### src/rtl/capture_sequencer_if.sv
// Control, trigger and status bundle between a run controller and capture_sequencer.
// Latency: none, wires only.
// Backpressure: none. All signals are level or one-cycle pulses with no handshake.
interface capture_sequencer_if #(
  parameter int SHOTS_W   = 8,
  parameter int HOLDOFF_W = 16
);
  // controller -> sequencer
  logic                 arm;
  logic                 abort;
  logic                 laser_trigger;
  logic                 capture_done;
  logic [SHOTS_W-1:0]   cfg_num_shots;
  logic [HOLDOFF_W-1:0] cfg_holdoff;

  // sequencer -> controller / capture buffer
  logic                 fifo_trigger;
  logic                 busy;
  logic                 run_done;
  logic                 timeout_err;
  logic [SHOTS_W-1:0]   shot_count;
  logic [7:0]           missed_triggers;
  logic [1:0]           state_out;

  modport master (
    output arm, abort, laser_trigger, capture_done, cfg_num_shots, cfg_holdoff,
    input  fifo_trigger, busy, run_done, timeout_err, shot_count, missed_triggers, state_out
  );

  modport slave (
    input  arm, abort, laser_trigger, capture_done, cfg_num_shots, cfg_holdoff,
    output fifo_trigger, busy, run_done, timeout_err, shot_count, missed_triggers, state_out
  );
endinterface

### src/rtl/capture_sequencer.sv
// Sequences laser-triggered frame captures: arm, wait for trigger, capture, holdoff, repeat.
// Latency: fifo_trigger one cycle after the trigger edge; run_done one cycle after the final capture_done.
// Backpressure: none. Triggers that arrive while busy capturing or holding off are counted and dropped.
module capture_sequencer #(
  parameter int SHOTS_W        = 8,
  parameter int HOLDOFF_W      = 16,
  parameter int TIMEOUT_CYCLES = 4096
) (
  input  logic               aclk,
  input  logic               areset,
  capture_sequencer_if.slave bus
);

  // The timeout counter only needs to reach TIMEOUT_CYCLES-1.
  localparam int              TO_W    = (TIMEOUT_CYCLES > 2) ? $clog2(TIMEOUT_CYCLES) : 1;
  localparam logic [TO_W-1:0] TO_LAST = TO_W'(TIMEOUT_CYCLES - 1);

  typedef enum logic [1:0] {
    S_IDLE    = 2'd0,
    S_ARMED   = 2'd1,
    S_CAPTURE = 2'd2,
    S_HOLDOFF = 2'd3
  } state_t;

  state_t               r_state;
  state_t               w_state_nxt;

  logic                 r_trig_d;
  logic                 w_trig_edge;

  logic [SHOTS_W-1:0]   r_num_shots;
  logic [HOLDOFF_W-1:0] r_holdoff;
  logic [SHOTS_W-1:0]   r_shot_count;
  logic [SHOTS_W-1:0]   w_shot_inc;
  logic [HOLDOFF_W-1:0] r_ho_cnt;
  logic [TO_W-1:0]      r_to_cnt;
  logic [7:0]           r_missed;

  logic                 r_fifo_trig;
  logic                 r_run_done;
  logic                 r_timeout_err;

  // Strobes produced by the next-state logic and consumed by the datapath registers.
  logic                 w_accept_arm;
  logic                 w_fire;
  logic                 w_done_take;
  logic                 w_last_frame;
  logic                 w_timeout;
  logic                 w_miss;
  logic                 w_enter_holdoff;

  // A trigger event is a rising edge of the trigger level, seen against last cycle's sample.
  assign w_trig_edge = bus.laser_trigger & ~r_trig_d;
  assign w_shot_inc  = r_shot_count + SHOTS_W'(1);

  // Delay register for trigger edge detection.
  always_ff @(posedge aclk or posedge areset) begin
    if (areset) begin
      r_trig_d <= 1'b0;
    end else begin
      r_trig_d <= bus.laser_trigger;
    end
  end

  // State register.
  always_ff @(posedge aclk or posedge areset) begin
    if (areset) begin
      r_state <= S_IDLE;
    end else begin
      r_state <= w_state_nxt;
    end
  end

  // Next-state and event strobes; abort overrides every other event, including arm and capture_done.
  always_comb begin
    w_state_nxt     = r_state;
    w_accept_arm    = 1'b0;
    w_fire          = 1'b0;
    w_done_take     = 1'b0;
    w_last_frame    = 1'b0;
    w_timeout       = 1'b0;
    w_miss          = 1'b0;
    w_enter_holdoff = 1'b0;

    if (bus.abort) begin
      w_state_nxt = S_IDLE;
    end else begin
      case (r_state)
        S_IDLE: begin
          if (bus.arm) begin
            w_accept_arm = 1'b1;
            w_state_nxt  = S_ARMED;
          end
        end

        S_ARMED: begin
          if (w_trig_edge) begin
            w_fire      = 1'b1;
            w_state_nxt = S_CAPTURE;
          end
        end

        S_CAPTURE: begin
          w_miss = w_trig_edge;
          // A done arriving on the last allowed cycle still completes the frame.
          if (bus.capture_done) begin
            w_done_take = 1'b1;
            if ((r_num_shots != '0) && (w_shot_inc == r_num_shots)) begin
              w_last_frame = 1'b1;
              w_state_nxt  = S_IDLE;
            end else begin
              w_enter_holdoff = 1'b1;
              w_state_nxt     = S_HOLDOFF;
            end
          end else if (r_to_cnt == TO_LAST) begin
            w_timeout   = 1'b1;
            w_state_nxt = S_IDLE;
          end
        end

        S_HOLDOFF: begin
          w_miss = w_trig_edge;
          if (r_ho_cnt == '0) begin
            w_state_nxt = S_ARMED;
          end
        end

        default: begin
          w_state_nxt = S_IDLE;
        end
      endcase
    end
  end

  // Run configuration is captured only when an arm is accepted.
  always_ff @(posedge aclk or posedge areset) begin
    if (areset) begin
      r_num_shots <= '0;
      r_holdoff   <= '0;
    end else if (w_accept_arm) begin
      r_num_shots <= bus.cfg_num_shots;
      r_holdoff   <= bus.cfg_holdoff;
    end
  end

  // Registered single-cycle pulses toward the capture buffer and the controller.
  always_ff @(posedge aclk or posedge areset) begin
    if (areset) begin
      r_fifo_trig <= 1'b0;
      r_run_done  <= 1'b0;
    end else begin
      r_fifo_trig <= w_fire;
      r_run_done  <= w_last_frame;
    end
  end

  // Sticky timeout flag, cleared only by a new run.
  always_ff @(posedge aclk or posedge areset) begin
    if (areset) begin
      r_timeout_err <= 1'b0;
    end else if (w_accept_arm) begin
      r_timeout_err <= 1'b0;
    end else if (w_timeout) begin
      r_timeout_err <= 1'b1;
    end
  end

  // Completed-frame count for the current run; wraps naturally.
  always_ff @(posedge aclk or posedge areset) begin
    if (areset) begin
      r_shot_count <= '0;
    end else if (w_accept_arm) begin
      r_shot_count <= '0;
    end else if (w_done_take) begin
      r_shot_count <= w_shot_inc;
    end
  end

  // Dropped-trigger count, saturating so a noisy trigger cannot wrap it back to a small value.
  always_ff @(posedge aclk or posedge areset) begin
    if (areset) begin
      r_missed <= '0;
    end else if (w_accept_arm) begin
      r_missed <= '0;
    end else if (w_miss && (r_missed != 8'hFF)) begin
      r_missed <= r_missed + 8'd1;
    end
  end

  // CAPTURE dwell counter, restarted on every entry into CAPTURE.
  always_ff @(posedge aclk or posedge areset) begin
    if (areset) begin
      r_to_cnt <= '0;
    end else if (w_fire) begin
      r_to_cnt <= '0;
    end else if (r_state == S_CAPTURE) begin
      r_to_cnt <= r_to_cnt + TO_W'(1);
    end
  end

  // HOLDOFF counter: loaded on entry, counts down to zero, then the FSM re-arms.
  always_ff @(posedge aclk or posedge areset) begin
    if (areset) begin
      r_ho_cnt <= '0;
    end else if (w_enter_holdoff) begin
      r_ho_cnt <= r_holdoff;
    end else if ((r_state == S_HOLDOFF) && (r_ho_cnt != '0)) begin
      r_ho_cnt <= r_ho_cnt - HOLDOFF_W'(1);
    end
  end

  assign bus.fifo_trigger    = r_fifo_trig;
  assign bus.busy            = (r_state != S_IDLE);
  assign bus.run_done        = r_run_done;
  assign bus.timeout_err     = r_timeout_err;
  assign bus.shot_count      = r_shot_count;
  assign bus.missed_triggers = r_missed;
  assign bus.state_out       = r_state;

endmodule

### src/flat_wrapper.sv
// flat-port wrapper written by rule: the top's interface ports become plain ports
module capture_sequencer_flat 
#(
  parameter int SHOTS_W        = 8,
  parameter int HOLDOFF_W      = 16,
  parameter int TIMEOUT_CYCLES = 4096
)
  (aclk, areset, bus_arm, bus_abort, bus_laser_trigger, bus_capture_done, bus_cfg_num_shots, bus_cfg_holdoff, bus_fifo_trigger, bus_busy, bus_run_done, bus_timeout_err, bus_shot_count, bus_missed_triggers, bus_state_out);
  capture_sequencer_if #(.SHOTS_W(SHOTS_W), .HOLDOFF_W(HOLDOFF_W)) bus_i ();
  input  logic aclk;
  input  logic areset;
  input wire logic [$bits(bus_i.arm)-1:0] bus_arm;
  input wire logic [$bits(bus_i.abort)-1:0] bus_abort;
  input wire logic [$bits(bus_i.laser_trigger)-1:0] bus_laser_trigger;
  input wire logic [$bits(bus_i.capture_done)-1:0] bus_capture_done;
  input wire logic [$bits(bus_i.cfg_num_shots)-1:0] bus_cfg_num_shots;
  input wire logic [$bits(bus_i.cfg_holdoff)-1:0] bus_cfg_holdoff;
  output wire logic [$bits(bus_i.fifo_trigger)-1:0] bus_fifo_trigger;
  output wire logic [$bits(bus_i.busy)-1:0] bus_busy;
  output wire logic [$bits(bus_i.run_done)-1:0] bus_run_done;
  output wire logic [$bits(bus_i.timeout_err)-1:0] bus_timeout_err;
  output wire logic [$bits(bus_i.shot_count)-1:0] bus_shot_count;
  output wire logic [$bits(bus_i.missed_triggers)-1:0] bus_missed_triggers;
  output wire logic [$bits(bus_i.state_out)-1:0] bus_state_out;
  assign bus_i.arm = bus_arm;
  assign bus_i.abort = bus_abort;
  assign bus_i.laser_trigger = bus_laser_trigger;
  assign bus_i.capture_done = bus_capture_done;
  assign bus_i.cfg_num_shots = bus_cfg_num_shots;
  assign bus_i.cfg_holdoff = bus_cfg_holdoff;
  assign bus_fifo_trigger = bus_i.fifo_trigger;
  assign bus_busy = bus_i.busy;
  assign bus_run_done = bus_i.run_done;
  assign bus_timeout_err = bus_i.timeout_err;
  assign bus_shot_count = bus_i.shot_count;
  assign bus_missed_triggers = bus_i.missed_triggers;
  assign bus_state_out = bus_i.state_out;
  capture_sequencer #(.SHOTS_W(SHOTS_W), .HOLDOFF_W(HOLDOFF_W), .TIMEOUT_CYCLES(TIMEOUT_CYCLES)) u_core (.aclk(aclk), .areset(areset), .bus(bus_i));
endmodule
### config.mk
export PLATFORM = sky130hd
export DESIGN_NAME = capture_sequencer_flat
export DESIGN_NICKNAME = d
export VERILOG_FILES = /design/src/rtl/capture_sequencer_if.sv /design/src/rtl/capture_sequencer.sv /design/src/flat_wrapper.sv
export SDC_FILE = /design/constraint.sdc
export NUM_CORES = 1
export LEC_CHECK = 0
export ABC_AREA = 1
export BUFFER_PORTS_ARGS = -buffer_cell sky130_fd_sc_hd__buf_4
export CORE_UTILIZATION = 45
export DETAILED_ROUTE_END_ITERATION = 10
export PLACE_DENSITY = 0.67
export SYNTH_ARGS = -nofsm -noshare
export SYNTH_HDL_FRONTEND = slang
export SYNTH_SLANG_ARGS = --single-unit
### constraint.sdc
create_clock -name aclk -period 2.8 [get_ports aclk]
set_input_delay 0.14 -clock aclk [delete_from_list [all_inputs] [get_ports aclk]]
set_output_delay 0.14 -clock aclk [all_outputs]
set_load 0.02 [all_outputs]
-- Yosys cells after proc, flatten, opt, wreduce, memory -nomap -nowiden
Cells that the tools add are included.
- bits in registers: 74
- bits of input ports: 30
- word-level logic and storage cells: 83
- add/subtract/negate cells: 4
- eq/ne operators: 10
- multiplexer cells: 41
- bitwise logic cells: 2
- reductions and logical operators: 15
- operator list (kind ; number):
    2-to-1 mux 16 bit ; 2
    2-to-1 mux 8 bit ; 4
    2-to-1 mux 1 bit ; 25
    2-to-1 mux 12 bit ; 2
    adder 8 x 1 -> 8 bit, second input constant ; 2
    logical NOT 16 bit ; 1
    nonzero test 16 bit ; 1
    subtractor 16 x 1 -> 16 bit, second input constant ; 1
    2-to-1 mux 2 bit ; 7
    adder 12 x 1 -> 12 bit, second input constant ; 1
    equality test 12 bit, second input constant ; 1
    nonzero test 2 bit ; 6
    equality test 8 bit ; 1
    != test 8 bit, second input constant ; 1
    one-hot mux 2 bit (4 select lines) ; 1
    nonzero test 8 bit ; 1
    != test 3 x 2 -> 1 bit, second input constant ; 2
    equality test 2 bit, second input constant ; 2
    != test 4 x 3 -> 1 bit, second input constant ; 1
    AND reduction 4 bit ; 1
    logical AND 1 bit ; 3
    != test 3 bit, second input constant ; 1
    equality test 2 x 1 -> 1 bit, second input constant ; 1
    logical NOT 2 bit ; 1
    other kinds (3) ; 3

-- Depth between registers and ports, before layout
Gate-level depths: netlist of run 1.
- depth in word-level cells: 8
- gate-level depth with buffers: 14

-- Worst setup path before layout of run 1
Ideal clock, no wire load.
- path kind: register to register
- start point: register u_core.r_shot_count[0], in the netlist u_core.bus.shot_count[0]
- end point: register u_core.r_ho_cnt[0]
- setup time: 0.124 ns
- arrival time: 1.840 ns
- setup slack: 0.836 ns
- cell stages (with the launch flop): 14
- path buffers: 1
- clock period less this slack: 1.964 ns
- path through: dfrtp_1 -> ha_1 -> inv_1 -> nand2_1 -> nand2_1 -> nor2_1 -> nand2_1 -> nor2_1 -> nand3_1 -> nor2_2 -> nand3_4 -> buf_2 -> nand3_1 -> nand3_1
- longest elaborated chain between the ends: 8
- elaborated cells between the ends (all ways): 9
- those cells by class: 1 x add/sub; 1 x eq/ne; 5 x mux; 2 x reduce/logical
- ends and longest elaborated chain (element ; RTL line ; text):
    start: declaration ; capture_sequencer.sv:33 ; logic [SHOTS_W-1:0] r_shot_count;
    start signal: assignment ; capture_sequencer.sv:175 ; r_shot_count <= w_shot_inc;
    adder 8 x 1 -> 8 bit * ; capture_sequencer.sv:54 ; assign w_shot_inc = r_shot_count + SHOTS_W'(1);
    equality test 8 bit * ; capture_sequencer.sv:108 ; if ((r_num_shots != '0) && (w_shot_inc == r_num_shots)) begin
    logical AND 1 bit * ; capture_sequencer.sv:108 ;
    2-to-1 mux 1 bit * ; capture_sequencer.sv:108 ;
    2-to-1 mux 1 bit * ; capture_sequencer.sv:106 ; if (bus.capture_done) begin
    2-to-1 mux 1 bit * ; capture_sequencer.sv:88 ; case (r_state)
    2-to-1 mux 1 bit * ; capture_sequencer.sv:85 ; if (bus.abort) begin
    2-to-1 mux 16 bit / nonzero test 2 bit (equally long branches) ; -- ;
    end signal: assignment ; capture_sequencer.sv:206 ; r_ho_cnt <= r_holdoff;
    end signal: assignment ; capture_sequencer.sv:208 ; r_ho_cnt <= r_ho_cnt - HOLDOFF_W'(1);
    end: declaration ; capture_sequencer.sv:35 ; logic [HOLDOFF_W-1:0] r_ho_cnt;
Mark *: on every way between the ends. The rest lies on a longest branch, timed or not.
A chain may end at the register's enable or synchronous reset.

-- Worst setup path after layout of run 1
- start point: register u_core.r_shot_count[0], in the netlist u_core.bus.shot_count[0]
- end point: register u_core.r_ho_cnt[8]
The elaborated chain is that of the path after synthesis.

==> results of run 1 <==
-- how the worst max path moves through the flow --
stage / from / slack, ns / cells after the start / to
after detailed placement: u_core.bus.shot_count[0] / 0.57 / 14 / u_core.r_ho_cnt[8]
final: u_core.bus.shot_count[0] / 0.54 / 14 / u_core.r_ho_cnt[8]
after CTS: u_core.bus.shot_count[0] / 0.54 / 14 / u_core.r_ho_cnt[8]
after global placement: u_core.bus.shot_count[0] / 0.68 / 14 / u_core.r_ho_cnt[8]
after floorplan: areset / 0.78 / 1 / u_core.bus.fifo_trigger
after global routing: u_core.bus.shot_count[0] / 0.34 / 14 / u_core.r_ho_cnt[8]
-- metal layers --
metal / share of wire (%) / wire [um]
met5: 0 / 0
met4: 1.6 / 151
met3: 4.1 / 374
met2: 46 / 4250
met1: 48 / 4390
-- worst max-delay path, cell delays in order (launching register included) --
cell	delay, ns
sky130_fd_sc_hd__dfrtp_1	0.46
sky130_fd_sc_hd__ha_1	0.34
sky130_fd_sc_hd__inv_1	0.06
sky130_fd_sc_hd__nand2_1	0.08
sky130_fd_sc_hd__nand2_1	0.05
sky130_fd_sc_hd__nor2_1	0.11
sky130_fd_sc_hd__nand2_1	0.06
sky130_fd_sc_hd__nor2_1	0.09
sky130_fd_sc_hd__nand3_1	0.09
sky130_fd_sc_hd__nor2_2	0.13
sky130_fd_sc_hd__nand3_4	0.23
sky130_fd_sc_hd__nand2_8	0.26
sky130_fd_sc_hd__nand2_1	0.07
sky130_fd_sc_hd__o21ai_1	0.07
sky130_fd_sc_hd__inv_1	0.05
-- kinds of logic after synthesis --
group / synth area share, %
AOI/OAI and AO/OA: 8.16
xor gates and xnor gates: 2.96
DFF: 45.2
and+or+nand+nor: 33.0
adders and majority gates: 2.44
buffers and inverters: 8.25
-- power groups by stage --
stage | combinational (mW) | sequential [mW] | clock (mW)
final | 1.26 | 1.68 | 0.985
after global routing | 1.46 | 1.73 | 1.04
after CTS | 1.27 | 1.68 | 0.996
after detailed placement | 1.25 | 1.69 | 0
after global placement | 1.22 | 1.69 | 0
after floorplan | 0.945 | 1.65 | 0
-- sequential cells by signal, summed over array words and instances (netlist names), 2 cells and up --
register	count
u_core.bus.missed_triggers	8
u_core.r_to_cnt	12
u_core.r_holdoff	16
u_core.r_num_shots	8
u_core.bus.shot_count	8
u_core.r_ho_cnt	16
u_core.bus.state_out	2
-- what timing repair did --
action                                  in CTS  in global routing
hold buffers                                17                  0
endpoints found under the setup margin       0                  0
hold endpoints to repair                    17                  0
-- stage by stage --
| step | std cells | hold slack [ns] | worst slack (ns) |
|---|---|---|---|
| floorplan | 522 | 0.171 | 0.778 |
| global placement | 674 | 0.266 | 0.682 |
| detailed placement | 674 | 0.266 | 0.566 |
| CTS | 707 | 0.00226 | 0.536 |
| global route | 707 | 0.00657 | 0.338 |
| finish | 707 | 0.00254 | 0.537 |
-- area by class of cell --
class / count / area (sq um) / area share [%]
clock buffer: 12 / 165 / 3.31
tap: 108 / 135 / 2.71
sequential: 74 / 1850 / 37.2
clock inverter: 4 / 72.6 / 1.46
inverter: 70 / 263 / 5.27
timing repair buffer: 73 / 591 / 11.9
multi-input combinational: 366 / 1910 / 38.2
-- placed cells by master (no fill, tap or decap), types with 4 or more instances in the layout --
master,n
sky130_fd_sc_hd__nand2_1,131
sky130_fd_sc_hd__dfrtp_1,74
sky130_fd_sc_hd__inv_1,67
sky130_fd_sc_hd__nand3_1,64
sky130_fd_sc_hd__buf_4,56
sky130_fd_sc_hd__nor2_1,39
sky130_fd_sc_hd__o21ai_0,26
sky130_fd_sc_hd__dlygate4sd3_1,17
sky130_fd_sc_hd__nor3_1,14
sky130_fd_sc_hd__a21oi_1,13
sky130_fd_sc_hd__nand3_2,12
sky130_fd_sc_hd__clkbuf_8,12
sky130_fd_sc_hd__ha_1,8
sky130_fd_sc_hd__xor2_1,7
sky130_fd_sc_hd__o22ai_1,7
sky130_fd_sc_hd__nand2_2,5
sky130_fd_sc_hd__xnor2_1,5
sky130_fd_sc_hd__nor3b_1,5
sky130_fd_sc_hd__nor2_2,4
sky130_fd_sc_hd__nand4_1,4
==> impl_results.html, run 1 <==
<table>
<tr><th>Metric</th><th>Value</th></tr>
<tr><th colspan="2">Status</th></tr>
<tr><td>Result of the run</td><td>finished clean</td></tr>
<tr><th colspan="2">Final layout</th></tr>
<tr><td>Final design area excluding fillers</td><td>4980 sq um</td></tr>
<tr><td>Final-stage net count</td><td>632</td></tr>
<tr><td>Core occupancy in the finished layout</td><td>56.9%</td></tr>
<tr><td>Area Growth Syn to Fin</td><td>21.7%</td></tr>
<tr><td>Number of diodes</td><td>0</td></tr>
<tr><td>Layout filler cell count</td><td>809</td></tr>
<tr><td>Share of cells above drive strength 1</td><td>17.0%</td></tr>
<tr><th colspan="2">Timing</th></tr>
<tr><td>Hold Fails Final Rpt</td><td>0</td></tr>
<tr><td>Final setup skew</td><td>0.0152 ns</td></tr>
<tr><td>Summed negative setup slack over all endpoints</td><td>0 ns</td></tr>
<tr><td>Peak clock frequency supported by timing</td><td>442 MHz</td></tr>
<tr><td>RSZ-0062 raised after global routing</td><td>no</td></tr>
<tr><td>Slew Viols, Final</td><td>0</td></tr>
<tr><td>Crit path time final</td><td>2.26 ns</td></tr>
<tr><td>Worst-margin pin slew</td><td>0.935 ns</td></tr>
<tr><td>Finish-stage setup viols</td><td>0</td></tr>
<tr><td>Period utilisation layout</td><td>80.8%</td></tr>
<tr><td>Max-slew headroom</td><td>37.7%</td></tr>
<tr><th colspan="2">Synthesis</th></tr>
<tr><td>Number of enable flip-flop cells after synthesis</td><td>0</td></tr>
<tr><td>Dominant synthesized flop cell</td><td>sky130_fd_sc_hd__dfrtp_1</td></tr>
<tr><td>Leading post-synthesis cells by cell area</td><td>sky130_fd_sc_hd__dfrtp_1 45%, sky130_fd_sc_hd__nand2_1 12%, sky130_fd_sc_hd__nand3_1 7.8%</td></tr>
<tr><td>YS warnings</td><td>0</td></tr>
<tr><td>Avg Cell Area, Syn</td><td>7.85 sq um</td></tr>
<tr><td>Post-synth design cell area</td><td>4100 sq um</td></tr>
<tr><td>Fraction of the yosys area taken by sequential cells</td><td>45.2%</td></tr>
<tr><td>Post-synth cell types</td><td>40</td></tr>
<tr><td>Async S/R FF share, synth</td><td>100%</td></tr>
<tr><td>Post-synth net total</td><td>560</td></tr>
<tr><td>Yosys top cell by area</td><td>sky130_fd_sc_hd__dfrtp_1</td></tr>
<tr><td>Commonest cells in the netlist</td><td>131 x sky130_fd_sc_hd__nand2_1, 74 x sky130_fd_sc_hd__dfrtp_1, 68 x sky130_fd_sc_hd__inv_1</td></tr>
<tr><td>Synthesized instance count</td><td>522</td></tr>
<tr><td>Fraction of synthesized cell area taken by the top area cell type</td><td>45.2%</td></tr>
<tr><td>Leading cell type by number of instances after synthesis</td><td>sky130_fd_sc_hd__nand2_1</td></tr>
<tr><td>Post-synthesis register bit count</td><td>74</td></tr>
<tr><th colspan="2">Min path</th></tr>
<tr><td>Hold/Removal Path Class</td><td>in2reg</td></tr>
<tr><td>Hold path start</td><td>bus_cfg_num_shots[3]</td></tr>
<tr><td>End point of the worst hold path</td><td>u_core.r_num_shots[3]</td></tr>
<tr><td>WHS Path Cells</td><td>3</td></tr>
<tr><th colspan="2">Clock tree</th></tr>
<tr><td>Buffer type at the clock tree root</td><td>sky130_fd_sc_hd__clkbuf_8</td></tr>
<tr><td>Post-CTS Setup Repair Bufs</td><td>0</td></tr>
<tr><td>CTS tree</td><td>yes</td></tr>
<tr><td>Number of gates resized after CTS</td><td>0</td></tr>
<tr><td>Deepest clock path buffer count</td><td>2</td></tr>
<tr><td>Clk sink count</td><td>74</td></tr>
<tr><td>Clock Latency Late Sink</td><td>0.36 ns</td></tr>
<tr><td>Post-CTS clock slew at the launch and capture registers of the worst setup and hold paths</td><td>0.09 ns</td></tr>
<tr><td>CTS HTree Levels</td><td>3</td></tr>
<tr><td>Number of buffers created by CTS</td><td>9</td></tr>
<tr><th colspan="2">Placement</th></tr>
<tr><td>Weighted congestion at the end of routability-driven global placement</td><td>0.896</td></tr>
<tr><td>I/O Buffers</td><td>51</td></tr>
<tr><td>Half-perimeter wire length after placement</td><td>6500 um</td></tr>
<tr><td>Standard cell area after detailed placement</td><td>4580 sq um</td></tr>
<tr><th colspan="2">Worst setup path</th></tr>
<tr><td>Startpoint of the worst-slack reg-to-reg timing path</td><td>u_core.bus.shot_count[0]</td></tr>
<tr><td>Crit-path max FO</td><td>27</td></tr>
<tr><td>Crit. End Element</td><td>flop</td></tr>
<tr><td>Worst reg2reg path endpoint</td><td>u_core.r_ho_cnt[8]</td></tr>
<tr><td>Worst path arrival time</td><td>2.51 ns</td></tr>
<tr><td>Req. time, crit path</td><td>3.05 ns</td></tr>
<tr><td>Setup slack on the worst flop-to-flop path</td><td>0.54 ns</td></tr>
<tr><td>Number of cells on the worst reg-to-reg path</td><td>14</td></tr>
<tr><td>Startpoint types</td><td>flop</td></tr>
<tr><td>Critical setup path kind</td><td>reg2reg</td></tr>
<tr><th colspan="2">Job</th></tr>
<tr><td>Number of max-cap violations</td><td>0</td></tr>
<tr><th colspan="2">Routing</th></tr>
<tr><td>Post-DRT Antenna Nets</td><td>0</td></tr>
<tr><td>Routed len/inst</td><td>13.0 um</td></tr>
<tr><td>Vias</td><td>3602</td></tr>
<tr><td>Number of design-rule violations left by the first detailed-router iteration</td><td>160</td></tr>
<tr><td>Number of DRC violations after detailed routing</td><td>0</td></tr>
<tr><td>WL final</td><td>9160 um</td></tr>
<tr><td>First drt pass iteration count</td><td>4</td></tr>
<tr><td>Vias per inst</td><td>5.09</td></tr>
<tr><th colspan="2">Power and ir drop</th></tr>
<tr><td>Pwr per Cell Area</td><td>788 nW/um^2</td></tr>
<tr><td>Part of the power in combinational logic</td><td>32.2%</td></tr>
<tr><td>Max IR drop VDD</td><td>0.320 mV</td></tr>
<tr><td>Leak Pwr</td><td>2.43 nW</td></tr>
<tr><td>Register share of total power</td><td>42.8%</td></tr>
<tr><td>Internal power</td><td>2.48 mW</td></tr>
<tr><td>NetSw</td><td>1.45 mW</td></tr>
<tr><td>Clock Power Share</td><td>25.1%</td></tr>
<tr><td>Final Power</td><td>3.93 mW</td></tr>
<tr><td>Switching part of the total power</td><td>36.8%</td></tr>
<tr><th colspan="2">Global route</th></tr>
<tr><td>Number of antenna violations at the first check in global routing</td><td>0</td></tr>
<tr><td>Met2 global-route usage</td><td>34.2%</td></tr>
<tr><td>Met3 GRT Util</td><td>3.09%</td></tr>
<tr><td>Maximum number of pins on one net before global-route repair</td><td>75</td></tr>
<tr><td>Met1 Use GR</td><td>27.4%</td></tr>
<tr><td>Vias in the first global route</td><td>3677</td></tr>
<tr><td>Residual overflow from global routing</td><td>0</td></tr>
<tr><td>First-pass GRT wire length</td><td>16200 um</td></tr>
<tr><td>GRT busiest layer</td><td>met2</td></tr>
<tr><td>Global router's overall resource usage</td><td>20.8%</td></tr>
<tr><th colspan="2">Die</th></tr>
<tr><td>Area enclosed by the die boundary</td><td>9490 sq um</td></tr>
<tr><td>Die outline width</td><td>97.4 um</td></tr>
<tr><td>Area inside the core boundary</td><td>8760 sq um</td></tr>
<tr><td>Num ports</td><td>52</td></tr>
<tr><td>Initial Util</td><td>46.7%</td></tr>
<tr><td>Site row count</td><td>34</td></tr>
<tr><td>Die H</td><td>97.4 um</td></tr>
</table>
Power figures use the tool's default switching activity.
==> run 2: changes to the inputs <==
==> constraint.sdc (replaced) <==
create_clock -name aclk -period 2.1 [get_ports aclk]
set_input_delay 0.105 -clock aclk [delete_from_list [all_inputs] [get_ports aclk]]
set_output_delay 0.105 -clock aclk [all_outputs]
set_load 0.02 [all_outputs]
==> run 2 against run 1 <==
Hold slack better by 0.069 ns. Sequential share of layout area down 3.0 points. Sequential power up 33%. Final area up 8.7%. Via count up 8.0%. Cell count up 4.5%. Global-route usage up 0.34 points. Total power up 42%.
==> impl_results.html, run 2 (synthesized netlist as in run 1, its figures left out) <==
<table>
<tr><th>Metric</th><th>Value</th></tr>
<tr><th colspan="2">Status</th></tr>
<tr><td>Result of the run</td><td>finished clean</td></tr>
<tr><th colspan="2">Timing</th></tr>
<tr><td>Final setup skew</td><td>0.0130 ns</td></tr>
<tr><td>Crit path time final</td><td>2.01 ns</td></tr>
<tr><td>RSZ-0062 raised after global routing</td><td>yes</td></tr>
<tr><td>Hold Fails Final Rpt</td><td>0</td></tr>
<tr><td>Max-slew headroom</td><td>68.0%</td></tr>
<tr><td>Summed negative setup slack over all endpoints</td><td>0 ns</td></tr>
<tr><td>Slew Viols, Final</td><td>0</td></tr>
<tr><td>Hold_ws</td><td>0.0716 ns</td></tr>
<tr><td>Finish-stage setup viols</td><td>0</td></tr>
<tr><td>Period utilisation layout</td><td>95.9%</td></tr>
<tr><td>Peak clock frequency supported by timing</td><td>497 MHz</td></tr>
<tr><td>Worst-margin pin slew</td><td>0.476 ns</td></tr>
<tr><th colspan="2">Final layout</th></tr>
<tr><td>Leading cell type in the layout, fill and taps excluded</td><td>sky130_fd_sc_hd__nand2_1</td></tr>
<tr><td>Area Growth Syn to Fin</td><td>32.3%</td></tr>
<tr><td>Final design area excluding fillers</td><td>5420 sq um</td></tr>
<tr><td>Largest registers</td><td>u_core.r_ho_cnt: 16 flops, u_core.r_holdoff: 16 flops, u_core.r_to_cnt: 12 flops</td></tr>
<tr><td>Share of cells above drive strength 1</td><td>23.1%</td></tr>
<tr><td>Final-stage net count</td><td>664</td></tr>
<tr><td>Core occupancy in the finished layout</td><td>61.8%</td></tr>
<tr><td>Commonest cells after routing, fill and taps aside</td><td>121 x sky130_fd_sc_hd__nand2_1, 74 x sky130_fd_sc_hd__dfrtp_1, 71 x sky130_fd_sc_hd__buf_4</td></tr>
<tr><td>Number of diodes</td><td>0</td></tr>
<tr><th colspan="2">Worst setup path</th></tr>
<tr><td>Critical setup path kind</td><td>reg2reg</td></tr>
<tr><td>Worst reg2reg path endpoint</td><td>u_core.r_ho_cnt[4]</td></tr>
<tr><td>Most frequent cell on the critical path</td><td>sky130_fd_sc_hd__nand2_2</td></tr>
<tr><td>Req. time, crit path</td><td>2.35 ns</td></tr>
<tr><td>Biggest cell delay along the critical path</td><td>0.40 ns</td></tr>
<tr><td>Startpoint types</td><td>flop</td></tr>
<tr><td>Startpoint of the worst-slack reg-to-reg timing path</td><td>u_core.r_ho_cnt[0]</td></tr>
<tr><td>Crit. End Element</td><td>flop</td></tr>
<tr><td>Crit path to</td><td>u_core.r_ho_cnt[4]</td></tr>
<tr><td>Standard cell with the maximum stage delay on the critical path</td><td>sky130_fd_sc_hd__dfrtp_1</td></tr>
<tr><td>Worst path arrival time</td><td>2.27 ns</td></tr>
<tr><td>Critical path cell sequence</td><td>inv_1 -&gt; ha_2 -&gt; nand2_2 -&gt; nor2_2 -&gt; nand2_2 -&gt; nor2_4 -&gt; nand3_4 -&gt; nand2_4 -&gt; nor2_1 -&gt; xor2_1 -&gt; nand2_4 -&gt; nand2_2 -&gt; inv_1</td></tr>
<tr><td>Crit-path max FO</td><td>6</td></tr>
<tr><td>Setup slack on the worst flop-to-flop path</td><td>0.09 ns</td></tr>
<tr><td>Number of cells on the worst reg-to-reg path</td><td>13</td></tr>
<tr><td>Critical path origin</td><td>u_core.r_ho_cnt[0]</td></tr>
<tr><th colspan="2">Clock tree</th></tr>
<tr><td>Clk sink count</td><td>74</td></tr>
<tr><td>Number of buffers created by CTS</td><td>9</td></tr>
<tr><td>Post-CTS clock slew at the launch and capture registers of the worst setup and hold paths</td><td>0.07 ns</td></tr>
<tr><td>CTS HTree Levels</td><td>3</td></tr>
<tr><td>Clock Latency Late Sink</td><td>0.36 ns</td></tr>
<tr><td>Buffer type at the clock tree root</td><td>sky130_fd_sc_hd__clkbuf_8</td></tr>
<tr><td>Deepest clock path buffer count</td><td>2</td></tr>
<tr><td>CTS tree</td><td>yes</td></tr>
<tr><th colspan="2">Global route</th></tr>
<tr><td>Global router's overall resource usage</td><td>21.1%</td></tr>
<tr><td>Maximum number of pins on one net before global-route repair</td><td>75</td></tr>
<tr><td>Vias in the first global route</td><td>3651</td></tr>
<tr><td>Residual overflow from global routing</td><td>0</td></tr>
<tr><td>First-pass GRT wire length</td><td>16400 um</td></tr>
<tr><td>Number of antenna violations at the first check in global routing</td><td>0</td></tr>
<tr><th colspan="2">Routing</th></tr>
<tr><td>Vias</td><td>3890</td></tr>
<tr><td>Vias per inst</td><td>5.26</td></tr>
<tr><td>First drt pass iteration count</td><td>4</td></tr>
<tr><td>Number of design-rule violations left by the first detailed-router iteration</td><td>177</td></tr>
<tr><td>WL final</td><td>10100 um</td></tr>
<tr><td>Routed len/inst</td><td>13.7 um</td></tr>
<tr><td>Post-DRT Antenna Nets</td><td>0</td></tr>
<tr><td>Number of DRC violations after detailed routing</td><td>0</td></tr>
<tr><th colspan="2">Placement</th></tr>
<tr><td>I/O Buffers</td><td>51</td></tr>
<tr><td>Standard cell area after detailed placement</td><td>4640 sq um</td></tr>
<tr><td>Half-perimeter wire length after placement</td><td>6690 um</td></tr>
<tr><td>Weighted congestion at the end of routability-driven global placement</td><td>0.875</td></tr>
<tr><th colspan="2">Min path</th></tr>
<tr><td>Hold/Removal Path Class</td><td>in2reg</td></tr>
<tr><th colspan="2">Job</th></tr>
<tr><td>Number of max-cap violations</td><td>0</td></tr>
<tr><th colspan="2">Power and ir drop</th></tr>
<tr><td>Leak Pwr</td><td>2.60 nW</td></tr>
<tr><td>Pwr per Cell Area</td><td>1030 nW/um^2</td></tr>
<tr><td>Max IR drop VDD</td><td>0.484 mV</td></tr>
<tr><th colspan="2">Die</th></tr>
<tr><td>Die outline width</td><td>97.4 um</td></tr>
<tr><td>Area enclosed by the die boundary</td><td>9490 sq um</td></tr>
<tr><td>Area inside the core boundary</td><td>8760 sq um</td></tr>
<tr><td>Initial Util</td><td>46.7%</td></tr>
<tr><td>Num ports</td><td>52</td></tr>
<tr><td>Site row count</td><td>34</td></tr>
<tr><td>Die H</td><td>97.4 um</td></tr>
</table>
-- run 2: changes by cell type in the layout (fill, tap and decap cells not counted), moves of 2 or more --
cell | previous run | this run
sky130_fd_sc_hd__nand2_1 | 131 | 121
sky130_fd_sc_hd__dlygate4sd3_1 | 17 | 26
sky130_fd_sc_hd__buf_4 | 56 | 71
sky130_fd_sc_hd__nor2_1 | 39 | 37
sky130_fd_sc_hd__nand2_4 | 0 | 4
sky130_fd_sc_hd__nand3_2 | 12 | 16
sky130_fd_sc_hd__ha_1 | 8 | 6
sky130_fd_sc_hd__nand2_2 | 5 | 14
sky130_fd_sc_hd__nand3_1 | 64 | 59
-- run 2: timing repair --
| action | 4_1_cts | 5_1_grt |
|---|---|---|
| pin swaps | 0 | 11 |
| hold buffers | 26 | 0 |
| setup endpoints to repair | 3 | 18 |
| gates resized for setup | 1 | 28 |
| setup buffers | 0 | 11 |
| endpoints found under the hold margin | 99 | 0 |
| gates cloned | 0 | 5 |
-- run 2: report_power, final --
group / leakage (nW) / internal, mW / switching (mW)
clock: 0.129 / 0.850 / 0.538
sequential: 0.958 / 1.87 / 0.372
combinational: 1.52 / 0.805 / 1.13
total: 2.60 / 3.53 / 2.04
-- run 2: layout make-up --
cell class / count / area [sq um]
fillers: 764 / 3350
multi-input cells: 370 / 2050
flip-flops and latches: 74 / 1850
repair buffers: 101 / 865
inverters: 70 / 263
clock buffers: 11 / 151
well taps: 108 / 135
clock inverters: 5 / 100
-- run 2: layer usage --
layer | vias up | share of wire, % | wire length, um | track usage, %
li1 | 1913 | - | - | -
met1 | 1854 | 46 | 4620 | 29.3
met2 | 102 | 48 | 4830 | 33.4
met3 | 21 | 4.5 | 456 | 2.73
met4 | 0 | 2.0 | 202 | 8.94
met5 | - | 0 | 0 | 0
-- run 2: worst min-delay path by stage --
stage | start | endpoint | slack (ns) | cells past startpoint
2_1_floorplan | bus_laser_trigger | u_core.r_trig_d | 0.14 | 0
3_3_place_gp | areset | u_core.bus.missed_triggers[1] | 0.23 | 3
3_5_place_dp | areset | u_core.bus.missed_triggers[1] | 0.23 | 3
4_1_cts | bus_abort | u_core.bus.state_out[0] | 0.07 | 4
5_1_grt | bus_abort | u_core.bus.state_out[0] | 0.10 | 4
6_report | bus_abort | u_core.bus.state_out[0] | 0.07 | 4
-- run 2: worst max-delay path, delay by kind of cell, from the launching register on --
family	cells	cell delay [ns]
simple gates	9	0.93
flops	1	0.40
xor+xnor	1	0.23
fa+ha+maj	1	0.21
buf+inv	2	0.15
-- run 2: per-stage QoR --
step,power [mW],instances,worst slack (ns)
after floorplan,3.46,522,0.113
after detailed placement,3.96,681,-0.00525
after global placement,3.91,681,0.172
after global routing,5.99,739,-0.0638
final,5.56,739,0.0866
after CTS,5.40,723,0.0279
